$ cat src/rtl/vga_timing_ctrl.sv
// vga_timing_ctrl: SVGA scan sequencer issuing pixel requests and realigning sync/de with renderer replies
package project;
  localparam int SCREEN_WIDTH = 800;
  localparam int SCREEN_HEIGHT = 600;
  typedef struct packed {logic [9:0] y; logic [9:0] x;} coord_t;
  typedef struct packed {logic [7:0] r; logic [7:0] g; logic [7:0] b;} rgb_t;
endpackage

module vga_timing_ctrl
  import project::*;
#(
  parameter int H_ACTIVE = SCREEN_WIDTH,
  parameter int H_FP = 56,
  parameter int H_SYNC = 120,
  parameter int H_BP = 64,
  parameter int V_ACTIVE = SCREEN_HEIGHT,
  parameter int V_FP = 37,
  parameter int V_SYNC = 6,
  parameter int V_BP = 23,
  parameter bit SYNC_POL = 1'b1,
  parameter int PIPE_LAT = 2
) (
  input  logic   clk,
  input  logic   rst_n,
  output logic   req_valid,
  output coord_t req_coord,
  input  rgb_t   pix_in,
  output rgb_t   rgb_out,
  output logic   hsync,
  output logic   vsync,
  output logic   de,
  output logic   frame_tick,
  output logic   vblank
);
  localparam int H_TOTAL = H_ACTIVE + H_FP + H_SYNC + H_BP;
  localparam int V_TOTAL = V_ACTIVE + V_FP + V_SYNC + V_BP;
  typedef enum logic [1:0] {ACT, FP, SYNC, BP} phase_t;
  logic [10:0] hcnt, hcnt_nx;
  logic [9:0] vcnt, vcnt_nx;
  phase_t h_ph, h_ph_nx, v_ph, v_ph_nx;
  logic h_wrap;
  logic [2:0] raw, dly_out;
  always_comb begin
    h_wrap = hcnt == 11'(H_TOTAL - 1);
    hcnt_nx = h_wrap ? '0 : hcnt + 11'd1;
    vcnt_nx = !h_wrap ? vcnt : (vcnt == 10'(V_TOTAL - 1)) ? '0 : vcnt + 10'd1;
    h_ph_nx = h_ph;
    case (h_ph)
      ACT:  if (hcnt_nx == 11'(H_ACTIVE)) h_ph_nx = FP;
      FP:   if (hcnt_nx == 11'(H_ACTIVE + H_FP)) h_ph_nx = SYNC;
      SYNC: if (hcnt_nx == 11'(H_ACTIVE + H_FP + H_SYNC)) h_ph_nx = BP;
      BP:   if (hcnt_nx == '0) h_ph_nx = ACT;
    endcase
    v_ph_nx = v_ph;
    if (h_wrap)
      case (v_ph)
        ACT:  if (vcnt_nx == 10'(V_ACTIVE)) v_ph_nx = FP;
        FP:   if (vcnt_nx == 10'(V_ACTIVE + V_FP)) v_ph_nx = SYNC;
        SYNC: if (vcnt_nx == 10'(V_ACTIVE + V_FP + V_SYNC)) v_ph_nx = BP;
        BP:   if (vcnt_nx == '0) v_ph_nx = ACT;
      endcase
  end
  always_ff @(posedge clk or negedge rst_n)
    if (!rst_n) begin
      hcnt <= '0;
      vcnt <= '0;
      h_ph <= ACT;
      v_ph <= ACT;
    end else begin
      hcnt <= hcnt_nx;
      vcnt <= vcnt_nx;
      h_ph <= h_ph_nx;
      v_ph <= v_ph_nx;
    end
  // Decoded only from phase registers so the request strobe is a clean flop-to-output path
  assign req_valid = (h_ph == ACT) && (v_ph == ACT);
  assign req_coord = req_valid ? coord_t'{y: vcnt, x: hcnt[9:0]} : '0;
  assign raw = {h_ph == SYNC, v_ph == SYNC, req_valid};
  generate
    if (PIPE_LAT == 0) begin : g_nodly
      assign dly_out = raw;
    end else begin : g_dly
      logic [2:0] sr [PIPE_LAT];
      always_ff @(posedge clk or negedge rst_n)
        if (!rst_n) begin
          for (int i = 0; i < PIPE_LAT; i++) sr[i] <= '0;
        end else begin
          sr[0] <= raw;
          for (int i = 1; i < PIPE_LAT; i++) sr[i] <= sr[i-1];
        end
      assign dly_out = sr[PIPE_LAT-1];
    end
  endgenerate
  always_ff @(posedge clk or negedge rst_n)
    if (!rst_n) begin
      hsync <= ~SYNC_POL;
      vsync <= ~SYNC_POL;
      de <= 1'b0;
      rgb_out <= '0;
      frame_tick <= 1'b0;
      vblank <= 1'b0;
    end else begin
      hsync <= dly_out[2] ? SYNC_POL : ~SYNC_POL;
      vsync <= dly_out[1] ? SYNC_POL : ~SYNC_POL;
      de <= dly_out[0];
      rgb_out <= dly_out[0] ? pix_in : '0;
      frame_tick <= (hcnt == '0) && (vcnt == 10'(V_ACTIVE));
      vblank <= vcnt >= 10'(V_ACTIVE);
    end
endmodule

$ cat config.mk
export PLATFORM = sky130hd
export DESIGN_NAME = vga_timing_ctrl
export DESIGN_NICKNAME = d
export VERILOG_FILES = /design/src/rtl/vga_timing_ctrl.sv
export SDC_FILE = /design/constraint.sdc
export NUM_CORES = 1
export LEC_CHECK = 0
export ABC_AREA = 1
export CORE_MARGIN = 3
export CORE_UTILIZATION = 35
export CTS_CLUSTER_DIAMETER = 150
export CTS_CLUSTER_SIZE = 8
export DETAILED_ROUTE_END_ITERATION = 8
export DONT_BUFFER_PORTS = 1
export HOLD_SLACK_MARGIN = 0.12
export MAX_ROUTING_LAYER = met4
export PLACE_DENSITY_LB_ADDON = 0.05
export SLEW_MARGIN = 20
export SYNTH_ARGS = -nofsm -noshare
export SYNTH_HDL_FRONTEND = slang
export SYNTH_SLANG_ARGS = --single-unit
export TNS_END_PERCENT = 50
$ cat constraint.sdc
create_clock -name clk -period 1.8 [get_ports clk]
set_clock_uncertainty 0.1 [all_clocks]
set_input_delay 0.18 -clock clk [delete_from_list [all_inputs] [get_ports clk]]
set_output_delay 0.18 -clock clk [all_outputs]
set_load 0.01 [all_outputs]
# Word-level counts from Yosys, hierarchy flattened
# Cells that the tools add are included.
# totals
register_bits	60
latchBits	0
ram_bits	0
romBits	0
inputBits	26
out_inout_bits	50
wordCells	66
mem_count	0
# classes
addsub	2
mul	0
n_div	0
magnitude_cmp	1
n_eq_ne	23
shifts	0
n_mux	17
n_bitwise	0
n_reduce_logical	9
# op_table
operator	n
equality test 10 bit (second input constant)	5
equality test 11 x 10 -> 1 bit (second input constant)	3
two-way mux 24 bit	1
logical NOT 11 bit	2
two-way mux 10 bit	2
two-way mux 20 bit	1
two-way mux 2 bit	8
one-hot mux 2 bit (4 select lines)	2
inequality test 2 bit (second input constant)	6
adder 11 x 1 -> 11 bit (second input constant)	1
equality test 11 bit (second input constant)	1
two-way mux 11 bit	1
adder 10 x 1 -> 10 bit (second input constant)	1
greater-or-equal comparator 10 bit (second input constant)	1
logical NOT 10 bit	1
equality test 2 bit (second input constant)	4
AND reduction 5 bit	1
equality test 2 x 1 -> 1 bit (second input constant)	2
logical NOT 2 bit	2
inequality test 2 x 1 -> 1 bit (second input constant)	2
AND reduction 4 bit	1
logical AND 1 bit	2
two-way mux 1 bit	2

# Longest topological paths before layout
# depth
word_depth	6
ltp_mapped	18

# Least setup slack after synthesis
# OpenSTA, ideal clock, no wires.
# synth_path
kind	register -> register
from	reg hcnt[0]
to	reg v_ph[0]
t_arrival_ps	1783
path_slack_ps	-200
path_stages_with_launch	14
path_buffers	1
period_less_slack_ps	2000
cell_sequence	dfrtp_1 -> ha_1 -> nand3_2 -> nor2_4 -> nand2_4 -> buf_6 -> o21ai_2 -> nand3_1 -> nor2_1 -> a21oi_1 -> nor2_2 -> nand2_1 -> nand2_1 -> nand2_1
# synth_between
elab_chain_len	5
# synth_rtl
item	line	rtl
from (decl)	38	logic [10:0] hcnt, hcnt_nx;
from (signal assigned)	70	hcnt <= hcnt_nx;
equality test 11 bit *	44	h_wrap = hcnt == 11'(H_TOTAL - 1);
two-way mux 10 bit	46	vcnt_nx = !h_wrap ? vcnt : (vcnt == 10'(V_TOTAL - 1)) ? '0 : vcnt + 10'd1;
equality test 10 bit, or another cell as far along	58	FP: if (vcnt_nx == 10'(V_ACTIVE + V_FP)) v_ph_nx = SYNC;
inequality test 2 bit (no line) or inequality test 2 x 1 -> 1 bit (tied branches)	-	
AND reduction 5 bit (no line) *	-	
to (signal assigned)	73	v_ph <= v_ph_nx;
to (decl)	40	phase_t h_ph, h_ph_nx, v_ph, v_ph_nx;
# Mark *: on every way between the ends. The rest lies on a longest branch, timed or not.
# A chain may end at the register's enable or synchronous reset.

# Worst setup path after layout
# Same ends and word-level chain as after synthesis.

==> metrics.md <==
| Metric | Value |
|---|---|
| Status | `complete, but fails checks` |
| Violated checks | `setup timing` |
| CP required | `between 1500 and 2000 ps` |
| Initial Util | `37.22%` |
| Maximum vdd drop | `approximately 0.45 mV` |
| FF+latch count, synth | `60` |
| Core Box Area | `about 8500 sq um` |
| Final Hold Vio Count | `0` |
| Die X | `roughly 100 um` |
| Avg Cell Area, Syn | `between 7 and 8 sq um` |
| Placed insts | `approximately 590` |
| P per Cell Area | `~570 nW/um^2` |
| Final Cycle Share | `117.5%` |
| DRT iter0 DRCs | `~100` |
| Via count | `~2900` |
| Top-area cell type share of the netlist area | `approximately 48%` |
| Sw Ratio | `between 20% and 30%` |
| Hold Path End | `dly_out[2]` |
| Global-route wire length before repair | `roughly 14000 um` |
| Largest net degree at the start of global routing | `61` |
| Top cells by area, synth | `dfrtp_1, nand2_1, inv_1` |
| Reg area | `roughly 1500 sq um` |
| Type of the worst setup path | `reg -> reg` |
| Antenna viol nets, final | `0` |
| GR Util All Layers | `between 10% and 20%` |
| CP most frequent cell | `nand2_1` |
| CP Cell Sequence | `ha_4, nand3_4, nor2_4, buf_4, a21oi_1, nor2_2, nand3_1, nor2_1, nand3_1, nand2_1, nand2_1, inv_2, nand2_2, nand2_1, nand2_1` |
| GP Congestion | `approximately 0.91` |
| Worst min path class | `reg -> reg` |
| Routed vias/inst | `4.511` |
| Final cell count without fillers | `between 600 and 700` |
| Port-buffer cells | `0` |
| CP Data Arrival Time | `between 2000 and 2500 ps` |
| CTS Buf Count | `9` |
| Crit end category | `register` |
| Rows | `33` |
| Diodes inserted | `0` |
| YS warnings | `0` |
| DP Area | `just under 4000 sq um` |
| Worst R2R Setup Slack | `-310 ps` |
| Fmax | `~470 MHz` |
| Root Driver | `clkbuf_8` |
| IO Pins | `76` |
| Multi-input logic area | `approximately 1500 sq um` |
| Post-synthesis cell count | `405` |
| CP peak stage delay | `between 400 and 500 ps` |
| CP max FO | `4` |
| Final nets | `~580` |
| CTS H-tree lvls | `3` |
| Post-synthesis cell area | `3151 sq um` |
| Final setup vio count | `5` |
| Layout cell share with drive strength beyond 1 | `between 30 and 40%` |
| Sequential share of the synthesized area | `47.66%` |
| Post-route minimum period | `approximately 2100 ps` |
| Drt total wl | `approximately 8400 um` |
| Area grow syn2layout | `50.75%` |
| Longest Clk Path Bufs | `2` |
| Design area | `4750 sq um` |
| Hold wc startpoint | `g_dly.sr[5]` |
| Vert. Die Dim | `100.9 um` |
| Post-synthesis net count | `445` |
| Clock latency on the worst-skew pair | `roughly 330 ps` |
| WP buf/inv | `2` |
| Vias in the first global route | `~3000` |
| Fill count | `roughly 790` |
| Crit path launch type | `register` |
| CTS tree | `yes` |
| RSZ-0062 raised after global routing | `true` |
| Reg2reg end | `v_ph[0]` |
| DRC | `0` |
| Post-synth top area cell | `dfrtp_1` |
| Pleak | `roughly 2.5 nW` |
| Hold slack | `249.9 ps` |
| Place WS | `-479.1 ps` |
| Worst relative slew slack | `roughly half` |
| Drt wl/cell | `12.90 um` |
| Initial antenna violation count | `0` |
| Final slew viol count | `0` |
| Clock power share | `45.0%` |
| CTS Sinks | `60` |
| Drt first pass iters | `4` |
| Cell family with most CP delay | `simple AND/OR/NAND/NOR gates` |
| GR Overflow Total | `0` |
| Comb pwr share | `3.6%` |
| Max cap viols | `0` |
| Die area | `around 10000 sq um` |
| DP HPWL | `6052 um` |
| Worst-margin pin slew | `roughly 740 ps` |
| Share of power burned in registers | `around half` |
| Register-to-Register Path Depth | `15` |
| Final setup margin | `-314.3 ps` |
| Clk slew on worst S/H paths | `approximately 80 ps` |
| Int Power | `approximately 2.1 mW` |
| Sw Pwr | `approximately 0.62 mW` |
| Slowest CP cell | `dfrtp_1` |
| RR Startpoint | `hcnt[0]` |
| WHS Path Cells | `0` |
| Synth unique cells | `29` |
power groups by stage:
stage | registers, mW | logic (mW) | clock network (mW)
6_report | 1.40 | 0.0987 | 1.23
5_1_grt | 1.40 | 0.114 | 1.33
4_1_cts | 1.40 | 0.102 | 1.27
3_5_place_dp | 1.43 | 0.0219 | 0
3_3_place_gp | 1.43 | 0.0209 | 0
2_1_floorplan | 1.42 | 0.0195 | 0
per-stage QoR:
stage	TNS, ps	util, %	power, mW
final	-1475	56.11	2.726
after global routing	-2376	56.11	2.842
after CTS	-1491	54.63	2.767
after detailed placement	-1632	46.53	1.448
after global placement	-1537	46.53	1.447
after floorplan	-576.5	-	1.443
cell usage in the layout, fill, tap and decap left out, types with 11 or more instances in the layout:
cell type	netlist	routed
inv_1	70	65
nand2_1	109	102
nor2_1	55	37
nor2_2	6	20
buf_4	0	102
dlygate4sd3_1	0	25
dfrtp_1	60	59
nand2_2	8	14
nand4_1	11	11
nand3_1	32	25
sequential cells by signal, summed over array words and instances (netlist names):
signal and cells:
frame_tick 1, de 1, hsync 1, vblank 1, g_dly.sr 3, vcnt 10, rgb_out 24, vsync 1
dly_out 3, h_ph 2, hcnt 11, v_ph 2
Yosys cell counts:
master	instances
nand4_1	11
nor2_4	4
nor3_1	2
nor2_1	55
inv_1	70
buf_6	1
nor2_8	1
or2_2	1
o21ai_2	1
clkbuf_1	4
xor2_1	1
nand3b_1	1
ha_1	14
a21oi_1	3
xor2_2	1
o21ai_0	7
nand3_1	32
o22ai_1	1
nand2_4	1
nand2_1	109
nand2_2	8
nor4_1	1
o21ai_1	2
inv_2	4
and2_1	1
dfrtp_1	60
buf_2	1
nor2_2	6
nand3_2	2
metal layers:
layer | GRT usage [%] | vias to the layer above | routed length (um)
li1 | - | 1507 | -
met1 | 23.55 | 1341 | 4112
met2 | 27.44 | 89 | 3643
met3 | 3.806 | 9 | 549
met4 | 6.114 | 0 | 119
met5 | - | - | 0
cells by family after synthesis:
kind of cell / synth area share, %
AO/OA/AOI/OAI: 2.383
buffers and inverters: 9.809
flip-flops: 47.66
AND/OR/NAND/NOR: 33.80
adder cells (fa/ha/maj): 5.560
XOR/XNOR: 0.7945
timing repair:
action | CTS | global route
cloned | 1 | 0
buffers inserted | 15 | 2
resized for setup | 22 | 34
endpoints found under the setup margin | 25 | 21
pin swaps | 9 | 6
endpoints found under the hold margin | 84 | 0
hold buffers | 26 | 0
worst max-delay path by stage:
stage / startpoint / to / slack [ps] / cells after the start
6_report: hcnt[0] / v_ph[0] / -310 / 15
2_1_floorplan: hcnt[0] / v_ph[0] / -160 / 16
3_5_place_dp: hcnt[1] / v_ph[1] / -480 / 12
4_1_cts: hcnt[0] / v_ph[1] / -330 / 15
5_1_grt: hcnt[0] / v_ph[1] / -490 / 14
3_3_place_gp: hcnt[1] / v_ph[1] / -450 / 12
final cells by class:
cell class / count / area share [%]
Multi-Input combinational cell: 266 / 32.59
Timing Repair Buffer: 132 / 22.92
Clock buffer: 10 / 2.898
Sequential cell: 60 / 31.64
Tap cell: 105 / 2.766
Inverter: 74 / 5.848
Clock inverter: 6 / 1.344
Power figures use the tool's default switching activity.
